### src/rtl/instruction_fetch_ctrl.sv
`default_nettype none
// ============================================================================
// Module   : instruction_fetch_ctrl
// Brief    : Instruction memory sequencer. Owns the PC, drives the memory
//            address, prefetches words into a small FIFO and presents them
//            to decode over valid/ready. Handles branch redirects,
//            halt/resume and out-of-range fetch faults.
// Revision : 1.0 - initial release
// ============================================================================
module instruction_fetch_ctrl #(
    parameter int                    ADDR_WIDTH = 8,
    parameter int                    DATA_WIDTH = 8,
    parameter int                    MEM_DEPTH  = 6,
    parameter int                    FIFO_DEPTH = 2,
    parameter logic [ADDR_WIDTH-1:0] RESET_PC   = '0
) (
    input  logic                  clk,
    input  logic                  reset_n,
    input  logic                  start,
    input  logic                  halt,
    output logic [ADDR_WIDTH-1:0] instruction_address,
    input  logic [DATA_WIDTH-1:0] instruction_data,
    output logic                  instr_valid,
    output logic [DATA_WIDTH-1:0] instr_data,
    output logic [ADDR_WIDTH-1:0] instr_pc,
    input  logic                  instr_ready,
    input  logic                  redirect_valid,
    input  logic [ADDR_WIDTH-1:0] redirect_addr,
    output logic                  busy,
    output logic                  fault,
    output logic [ADDR_WIDTH-1:0] fault_addr
);

    localparam int c_ptr_w = (FIFO_DEPTH > 1) ? $clog2(FIFO_DEPTH) : 1;
    localparam int c_cnt_w = $clog2(FIFO_DEPTH + 1);

    localparam logic [c_cnt_w-1:0]    c_fifo_full = c_cnt_w'(FIFO_DEPTH);
    localparam logic [ADDR_WIDTH-1:0] c_mem_limit = ADDR_WIDTH'(MEM_DEPTH);

    localparam logic [1:0] c_st_idle   = 2'd0;
    localparam logic [1:0] c_st_fetch  = 2'd1;
    localparam logic [1:0] c_st_halted = 2'd2;
    localparam logic [1:0] c_st_fault  = 2'd3;

    logic [1:0]            r_state;
    logic [ADDR_WIDTH-1:0] r_pc;
    logic                  r_fault;
    logic [ADDR_WIDTH-1:0] r_fault_addr;

    logic [DATA_WIDTH-1:0] r_fifo_data [FIFO_DEPTH];
    logic [ADDR_WIDTH-1:0] r_fifo_pc   [FIFO_DEPTH];
    logic [c_ptr_w-1:0]    r_rd_ptr;
    logic [c_ptr_w-1:0]    r_wr_ptr;
    logic [c_cnt_w-1:0]    r_count;

    logic       w_pop;
    logic       w_redirect;
    logic       w_room;
    logic       w_push;
    logic       w_fault_hit;
    logic [1:0] w_state_nxt;

    // Per-cycle decisions: redirect beats halt, halt beats the range check,
    // and the range check only matters when a push would otherwise happen.
    always_comb begin
        w_pop       = (r_count != '0) && instr_ready;
        w_redirect  = redirect_valid && (r_state != c_st_fault);
        w_room      = (r_count < c_fifo_full) || w_pop;
        w_push      = 1'b0;
        w_fault_hit = 1'b0;
        w_state_nxt = r_state;
        case (r_state)
            c_st_idle: begin
                if (!w_redirect && start) begin
                    w_state_nxt = c_st_fetch;
                end
            end
            c_st_fetch: begin
                if (w_redirect) begin
                    w_state_nxt = c_st_fetch;
                end else if (halt) begin
                    w_state_nxt = c_st_halted;
                end else if (w_room) begin
                    if (r_pc >= c_mem_limit) begin
                        w_fault_hit = 1'b1;
                        w_state_nxt = c_st_fault;
                    end else begin
                        w_push = 1'b1;
                    end
                end
            end
            c_st_halted: begin
                // halt together with start keeps us parked
                if (!w_redirect && start && !halt) begin
                    w_state_nxt = c_st_fetch;
                end
            end
            default: begin
                w_state_nxt = c_st_fault;
            end
        endcase
    end

    // State, program counter and sticky fault capture.
    always_ff @(posedge clk) begin
        if (!reset_n) begin
            r_state      <= c_st_idle;
            r_pc         <= RESET_PC;
            r_fault      <= 1'b0;
            r_fault_addr <= '0;
        end else begin
            r_state <= w_state_nxt;
            if (w_redirect) begin
                r_pc <= redirect_addr;
            end else if (w_push) begin
                r_pc <= r_pc + 1'b1;
            end
            if (w_fault_hit) begin
                r_fault      <= 1'b1;
                r_fault_addr <= r_pc;
            end
        end
    end

    // Prefetch FIFO: a redirect drops every entry (the same-cycle pop has
    // already been accepted by decode, so nothing is lost).
    always_ff @(posedge clk) begin
        if (!reset_n) begin
            r_rd_ptr <= '0;
            r_wr_ptr <= '0;
            r_count  <= '0;
            for (int i = 0; i < FIFO_DEPTH; i++) begin
                r_fifo_data[i] <= '0;
                r_fifo_pc[i]   <= '0;
            end
        end else if (w_redirect) begin
            r_rd_ptr <= '0;
            r_wr_ptr <= '0;
            r_count  <= '0;
        end else begin
            if (w_push) begin
                r_fifo_data[r_wr_ptr] <= instruction_data;
                r_fifo_pc[r_wr_ptr]   <= r_pc;
                r_wr_ptr              <= r_wr_ptr + 1'b1;
            end
            if (w_pop) begin
                r_rd_ptr <= r_rd_ptr + 1'b1;
            end
            if (w_push && !w_pop) begin
                r_count <= r_count + 1'b1;
            end else if (!w_push && w_pop) begin
                r_count <= r_count - 1'b1;
            end
        end
    end

    assign instruction_address = r_pc;
    assign instr_valid         = (r_count != '0);
    assign instr_data          = r_fifo_data[r_rd_ptr];
    assign instr_pc            = r_fifo_pc[r_rd_ptr];
    assign busy                = (r_state == c_st_fetch);
    assign fault               = r_fault;
    assign fault_addr          = r_fault_addr;

endmodule
`default_nettype wire

### config.mk
export PLATFORM = sky130hd
export DESIGN_NAME = instruction_fetch_ctrl
export DESIGN_NICKNAME = d
export VERILOG_FILES = /design/src/rtl/instruction_fetch_ctrl.sv
export SDC_FILE = /design/constraint.sdc
export NUM_CORES = 1
export LEC_CHECK = 0
export ABC_CLOCK_PERIOD_IN_PS = 4000
export BUFFER_PORTS_ARGS = -buffer_cell sky130_fd_sc_hd__buf_4
export CAP_MARGIN = 10
export CORE_MARGIN = 4
export CORE_UTILIZATION = 53
export CTS_CLUSTER_DIAMETER = 30
export DETAILED_ROUTE_END_ITERATION = 10
export HOLD_SLACK_MARGIN = 0.12
export PLACE_DENSITY_LB_ADDON = 0.1
export SLEW_MARGIN = 10
export SYNTH_ARGS = -nofsm -noshare
export SYNTH_HDL_FRONTEND = slang
export SYNTH_SLANG_ARGS = --single-unit
### constraint.sdc
create_clock -name clk -period 4 [get_ports clk]
set_clock_uncertainty 0.2 [all_clocks]
set_input_delay 0.2 -clock clk [delete_from_list [all_inputs] [get_ports clk]]
set_output_delay 0.2 -clock clk [all_outputs]
set_load 0.05 [all_outputs]
==> impl_metrics.ini, run 1 <==
[job]
maxCapViolations = 0

[logic_synthesis]
yosys.area.top_type_share = 0.398
syn_area_um2 = 2410
synth_adder_area_share = 0.0156
synthXorXnorAreaFrac = 0.0145
synth-simple-area-share = 0.176
seq_area_frac_synth = 0.598
synth_top_family_by_area = simple AND/OR/NAND/NOR gates
synth_compound_area_frac = 0.0674
syn_avg_cell_area_um2 = 11.5
synth_warnings = 0
synth_area_leaders = edfxtp_1 (40%), dfxtp_1 (20%), mux2_2 (7.9%), and2_1 (5.7%), nand2_1 (4.7%)
synth_cell_type_count = 37
yosysTopAreaCell = edfxtp_1
synth_mux_area_frac = 0.100
ys_ff_latch = 56
syn-instance-count = 209

[timing]
post-route-period-util = 0.660
rsz0062_at_grt = false
hold_viol = 0
slew_viol_final = 0
clock.fmax_ghz = 0.379
slew-limit-headroom = 0.537
fin_tns_setup_ps = 0
tightest_slew_ps = 694
finalSetupViolCount = 0
fin_ws_ps = 1360
min_period_ps = 2640

[floorplanning]
ios = 57
start_util = 0.550
die_w_um = 75.5
rows = 24
die_h_um = 75.5
die_area_um2 = 5690
coreArea_um2 = 4380

[outcome]
status = complete, no violations

[global_routing]
grt-ovfl-total = 0
grt_max_degree = 24
antenna_found_initial = 0
grt_pass1_wl_mm = 8.10
grt_pass1_vias = 1786
grt_use_total = 0.187

[layout]
final_area_um2 = 3240
final_layout_size_suffix_gt1_frac = 0.292
fin_nets = 322
antenna_cells = 0
final_util = 0.739
area_delta_synth_final_pct = 34.3

[worst_setup_path]
rrSetupSlack_ps = 1360
cp_max_fo = 16
required_ps = 3740
crit_slowest_cell = nand2_1
r2r.worst_path.cells = 6
rr_endpoint = r_fifo_pc[0][3]
worst_ep_arrival_time_ps = 2380
crit_type = flop to flop
cp-start-kind = flop
crit_chain = inv_1 > ha_1 > o21ai_0 > nand3_1 > or3_1 > nand2_1
r2r-start = instruction_address[0]
cp-end-kind = flop
critPathMaxStageDelay_ps = 530

[placed_design]
pre_cts_ws_ps = 1380
placed_area_um2 = 2910
io_buffer_count = 56
place.gp.congestion = 0.826
dpl.hpwl_mm = 3.28

[cts]
hold_buffers = 22
root_buffer = clkbuf_8
cts_inserted_buffers = 5
insertion_delay_ps = 300
cts_tree = yes
clock_path_buffers = 2
cts_htree_levels = 2
clock-sinks = 56
cts.repair.resized = 0
clk_pin_slew_ps = 90
postCtsSetupRepairBufs = 0

[pwr]
comb_power_share = 0.149
switching_share = 0.247
pwr-share-seq = 0.549
leakage_nw = 1.33
p_int_mw = 0.885
ir_drop_mv = 0.193
clkPwrFrac = 0.302
p_total_mw = 1.18
p_switching_mw = 0.291
power.density_nw_per_um2 = 363

[routing]
drc = 0
postRouteAntennaNets = 0
first_pass_iters = 4
routed-via-count = 1791
drtIter0Drc = 91
vias_per_cell = 5.12
wl_per_cell_um = 13.9
routed_wl_mm = 4.88

[hold_path]
hold_class = flop to flop
min_to = fault_addr[6]
worstHoldPathCells = 2
hp-start = fault_addr[6]
-- sequential cells by signal, indices dropped and copies added (netlist names), named ones only --
register,flops
r_fifo_data,16
r_rd_ptr,1
r_fifo_pc,16
r_count,2
r_wr_ptr,1
fault_addr,8
instruction_address,8
r_state,2
fault,1
-- stage by stage --
stage / hold slack, ps / std cells
after global routing: 284 / 350
final: 265 / 350
after global placement: 246 / 320
after detailed placement: 251 / 320
after floorplan: 112 / 218
after CTS: 266 / 350
-- kinds of logic after synthesis --
kind of cell             Yosys count
AO/OA/AOI/OAI                     26
XOR/XNOR                           4
adder cells (fa/ha/maj)            3
buffers and inverters             15
flip-flops                        56
multiplexers                      22
other                              1
AND/OR/NAND/NOR                   82
-- layer usage --
| metal | vias to the layer above | wire length, um | global-route usage |
|---|---|---|---|
| li1 | 899 | - | - |
| met1 | 838 | 2010 | 0.221 |
| met2 | 50 | 2560 | 0.338 |
| met3 | 4 | 278 | 0.0462 |
| met4 | 0 | 23 | 0.0505 |
| met5 | - | 0 | 0 |
-- critical path: cells and delay by family, from the launching register on --
family                     cells  cell delay, ps
AOI/OAI and AO/OA              1             200
adders and majority gates      1             190
buffers and inverters          1              70
DFF                            1             450
and+or+nand+nor                3            1170
-- power groups by stage --
stage	registers (mW)	clock network (mW)	logic (mW)
final	0.646	0.355	0.176
after global routing	0.649	0.390	0.190
after CTS	0.646	0.365	0.175
after detailed placement	0.659	0	0.158
after global placement	0.658	0	0.156
after floorplan	0.675	0	0.0850
-- cells in the mapped netlist --
library cell,number
edfxtp_1,32
nor4_1,2
buf_6,1
or4_1,1
conb_1,1
o31ai_1,1
and2_1,22
mux2i_1,5
nand2b_1,2
mux2_2,17
a311oi_1,2
o21ai_0,9
or3_1,3
dfxtp_1,24
o211ai_1,1
xor2_1,3
nand4_1,2
buf_1,1
nand2_2,1
inv_1,6
clkbuf_1,6
and2b_1,1
o311a_1,1
or2_2,2
nor3_1,1
nand3_1,3
xnor2_1,1
buf_2,1
nor2_1,11
a221oi_1,1
ha_1,3
nand2_1,30
nor4b_4,1
o22ai_1,1
o21a_1,3
a21oi_1,6
a21boi_1,1
-- how the worst max path moves through the flow --
| stage | from | to | slack, ps | depth (start not counted) |
|---|---|---|---|---|
| finish | instruction_address[0] | r_fifo_pc[0][3] | 1360 | 6 |
| global route | instruction_address[0] | r_fifo_pc[0][3] | 1080 | 6 |
| global placement | instruction_address[0] | r_fifo_data[0][2] | 1480 | 6 |
| CTS | instruction_address[0] | r_fifo_pc[0][3] | 1370 | 6 |
| detailed placement | instruction_address[0] | r_fifo_data[0][2] | 1380 | 6 |
| floorplan | instruction_address[0] | r_fifo_data[1][0] | 610 | 6 |
-- layout by cell type (no fill, tap or decap), types with 2 or more instances in the layout --
master	n
nand2_1	30
or2_2	2
buf_4	59
ha_1	3
inv_1	6
nand3_1	3
a311oi_1	2
a21oi_1	6
o21a_1	3
or3_1	3
and2_1	22
nor2_1	11
xor2_1	3
o21ai_0	8
nand4_1	2
edfxtp_1	32
clkbuf_8	5
mux2i_1	5
conb_1	10
mux2_2	17
dlygate4sd3_1	22
nand2b_1	2
nor4_1	2
dfxtp_1	24
-- final cells by class --
type	count	area, um^2
inverter	6	22.5
clock buffer	6	72.6
fill	318	1140
timing repair buffer	81	663
multi-input combinational	147	940
clock inverter	2	35.0
tap	52	65.1
sequential	56	1440
No activity file was read; power rests on OpenSTA's default activity.
==> inputs of run 2 (changes only) <==
ABC_CLOCK_PERIOD_IN_PS = 2330   (was 4000)
CORE_UTILIZATION = 48   (was 53)
clock period = 2.33 ns   (was 4 ns; I/O delays follow)
==> impl_metrics.ini, run 2 (synthesis results as in run 1) <==
[global_routing]
grt_max_degree = 24
grt_use_total = 0.164
antenna_found_initial = 0
grt_pass1_wl_mm = 8.06
grt-ovfl-total = 0
grt_pass1_vias = 1776

[placed_design]
pre_cts_ws_ps = 132
placed_area_um2 = 3000
place.gp.congestion = 0.764
place_inst = 341
dpl.hpwl_mm = 3.30
io_buffer_count = 56

[worst_setup_path]
critPathMaxStageDelay_ps = 550
r2r.worst_path.cells = 8
cp_max_fo = 7
cp-start-kind = flop
path_buf_inv = 3
critPathTopFamily = buffers and inverters
rr_endpoint = r_state[1]
r2r-start = instruction_address[0]
worst-path-stages = 8
crit_chain = inv_1 > ha_1 > o21ai_2 > nand3_1 > buf_4 > o21a_1 > o311a_1 > dlygate4sd3_1
worst_ep_arrival_time_ps = 2220
cp-end-kind = flop
crit_start = instruction_address[0]
rrSetupSlack_ps = 110
crit_type = flop to flop
required_ps = 2330
crit_slowest_cell = dlygate4sd3_1

[timing]
hold_viol = 0
clock.fmax_ghz = 0.451
rsz0062_at_grt = true
finalSetupViolCount = 0
fin_ws_ps = 114
tightest_slew_ps = 600
post-route-period-util = 0.951
slew_viol_final = 0
min_period_ps = 2220
slew-limit-headroom = 0.599

[pwr]
ir_drop_mv = 0.373
power.density_nw_per_um2 = 634
p_total_mw = 2.15
leakage_nw = 1.40

[routing]
postRouteAntennaNets = 0
drtIter0Drc = 55
routed_wl_mm = 4.96
first_pass_iters = 4
wl_per_cell_um = 13.3
drc = 0
vias_per_cell = 4.86
routed-via-count = 1811

[cts]
cts_tree = yes
cts_inserted_buffers = 5
clock_path_buffers = 2
root_buffer = clkbuf_8
clk_pin_slew_ps = 90
cts_htree_levels = 2
insertion_delay_ps = 310
clock-sinks = 56

[layout]
antenna_cells = 0
fin_nets = 331
final_layout_size_suffix_gt1_frac = 0.330
final_util = 0.709
layout_common_cells = buf_4 (66), edfxtp_1 (32), nand2_1 (29), dlygate4sd3_1 (23)
final_common_cell = buf_4
area_delta_synth_final_pct = 40.7
final_cells = 373
top_regs = r_fifo_data: 16 flops, r_fifo_pc: 16 flops
final_area_um2 = 3390

[outcome]
status = complete, no violations

[job]
maxCapViolations = 0

[floorplanning]
coreArea_um2 = 4790
die_h_um = 78.9
rows = 25
die_w_um = 78.9
ios = 57
start_util = 0.504
die_area_um2 = 6220

[hold_path]
hp-start = fault_addr[7]
hold_class = flop to flop
min_to = fault_addr[7]
worstHoldPathCells = 2
[run 2: layout make-up]
class | count | area [um^2]
clock buffer | 5 | 68.8
clock inverter | 2 | 60.1
fill | 360 | 1390
inverter | 6 | 22.5
multi-input combinational | 147 | 970
sequential | 56 | 1440
tap | 67 | 83.8
timing repair buffer | 90 | 746
[run 2: per-stage QoR]
step           hold slack [ps]  TNS [ps]
6_report                   263         0
2_1_floorplan             28.3         0
4_1_cts                    270         0
3_5_place_dp               170         0
3_3_place_gp               163         0
5_1_grt                    296     -14.3
[run 2: metal layers]
metal,global-route usage,vias to the layer above,share of wire
li1,-,914,-
met1,0.190,839,0.43
met2,0.289,46,0.49
met3,0.0442,12,0.057
met4,0.0619,0,0.023
met5,0,-,0
[run 2: worst max path at each step]
stage | slack, ps | endpoint
3_3_place_gp | 190 | r_count[1]
5_1_grt | -10 | r_count[1]
4_1_cts | 30 | r_state[1]
2_1_floorplan | 20 | r_fifo_data[1][0]
6_report | 110 | r_state[1]
3_5_place_dp | 130 | r_count[1]
[run 2: report_power, final]
group | switching, mW | leakage (nW) | internal (mW)
Clock | 0.301 | 0.0642 | 0.423
Combinational | 0.194 | 0.815 | 0.132
Sequential | 0.0191 | 0.521 | 1.08
[run 2: worst register-to-register path: stages, from the launching register on]
cell and delay [ps]:
dfxtp_2 340, inv_1 40, ha_1 200, o21ai_2 140
nand3_1 100, buf_4 180, o21a_1 110, o311a_1 270
dlygate4sd3_1 550
[run 2: timing repair]
| action | 4_1_cts | 5_1_grt |
|---|---|---|
| buffers inserted | 0 | 2 |
| hold buffers | 23 | 0 |
| gates resized for setup | 0 | 6 |
| hold endpoints to repair | 40 | 0 |
| endpoints found under the setup margin | 0 | 2 |
==> inputs of run 3 (changes only) <==
CAP_MARGIN = 5   (was 10)
CORE_ASPECT_RATIO = 0.9   (was default)
SLEW_MARGIN = default   (was 10)
==> impl_metrics.ini, run 3 (synthesis results as in run 1) <==
[global_routing]
grt_max_degree = 24
grt_pass1_vias = 1765
grt_pass1_wl_mm = 7.82
grt-ovfl-total = 0
grt_use_total = 0.167
antenna_found_initial = 0

[placed_design]
dpl.hpwl_mm = 3.26
place_inst = 340
pre_cts_ws_ps = 96.0
place.gp.congestion = 0.839
io_buffer_count = 56
placed_area_um2 = 3010

[worst_setup_path]
r2r.worst_path.cells = 5
worst_ep_arrival_time_ps = 1980
cp-end-kind = flop
cp_max_fo = 16
cp-start-kind = input pin
required_ps = 2100
crit_type = input pin to flop

[timing]
fin_ws_ps = 127
slew-limit-headroom = 0.589
fin_tns_setup_ps = 0
tightest_slew_ps = 615
post-route-period-util = 0.946
hold_viol = 0
slew_viol_final = 0
clock.fmax_ghz = 0.454
rsz0062_at_grt = false
min_period_ps = 2200
finalSetupViolCount = 0

[routing]
wl_per_cell_um = 13.5
postRouteAntennaNets = 0
drtIter0Drc = 112
vias_per_cell = 4.86
routed-via-count = 1813
routed_wl_mm = 5.05
drc = 0
first_pass_iters = 4

[cts]
root_buffer = clkbuf_8
cts_inserted_buffers = 5
insertion_delay_ps = 310
cts_htree_levels = 2
clock-sinks = 56
clock_path_buffers = 2
clk_pin_slew_ps = 100
cts_tree = yes

[hold_path]
worstHoldPathCells = 2
hold_class = flop to flop

[layout]
area_delta_synth_final_pct = 39.0
fin_nets = 332
final_cells = 373
layout_common_cells = buf_4 (66), edfxtp_1 (32), nand2_1 (29), dlygate4sd3_1 (24), dfxtp_1 (23)
antenna_cells = 0
final_layout_size_suffix_gt1_frac = 0.325
final_common_cell = buf_4
top_regs = r_fifo_data: 16 flops, r_fifo_pc: 16 flops
final_area_um2 = 3350

[pwr]
power.density_nw_per_um2 = 587
leakage_nw = 1.38
ir_drop_mv = 0.454

[floorplanning]
die_h_um = 75.3
rows = 24
coreArea_um2 = 4860
ios = 57
die_w_um = 82.7
start_util = 0.496
die_area_um2 = 6230

[job]
maxCapViolations = 0

[outcome]
status = complete, no violations
[run 3: critical path: stages]
cell and delay, ps:
dlygate4sd3_1 540, buf_4 160, nor4b_4 340, nand2_2 90, or3_1 390, nand2_2 330
[run 3: where the power goes]
part	switching (mW)	internal, mW
sequential	0.0173	1.08
clock	0.322	0.214
combinational	0.196	0.134
[run 3: area by class of cell]
cell class                 count  area, um^2
clock inverter                 3        21.3
fill                         394        1510
sequential                    56        1440
inverter                       6        22.5
tap                           65        81.3
multi-input combinational    147         961
timing repair buffer          91         756
clock buffer                   5        68.8
[run 3: metal layers]
layer  track usage  share of wire
met1         0.195           0.42
met2         0.294           0.51
met3        0.0490          0.056
met4        0.0599          0.018
met5             0              0
[run 3: final timing paths]
kind | startpoint | end | slack, ps
worst max register to register | r_state[1] | instruction_address[1] | 200
worst max-delay path | redirect_valid | r_fifo_data[0][1] | 130
worst min register to register | fault_addr[7] | fault_addr[7] | 260
worst min-delay path | fault_addr[7] | fault_addr[7] | 260
[run 3: timing repair]
action,4_1_cts,5_1_grt
hold buffers,24,0
setup endpoints to repair,0,2
resized for setup,0,2
hold endpoints to repair,40,0
setup buffers,0,1
[run 3: per-stage QoR]
stage	hold slack [ps]	total power, mW	util
detailed placement	173	1.42	0.618
floorplan	28.3	1.31	-
finish	260	1.97	0.689
global placement	163	1.42	0.618
CTS	265	1.98	0.686
global route	291	2.06	0.689
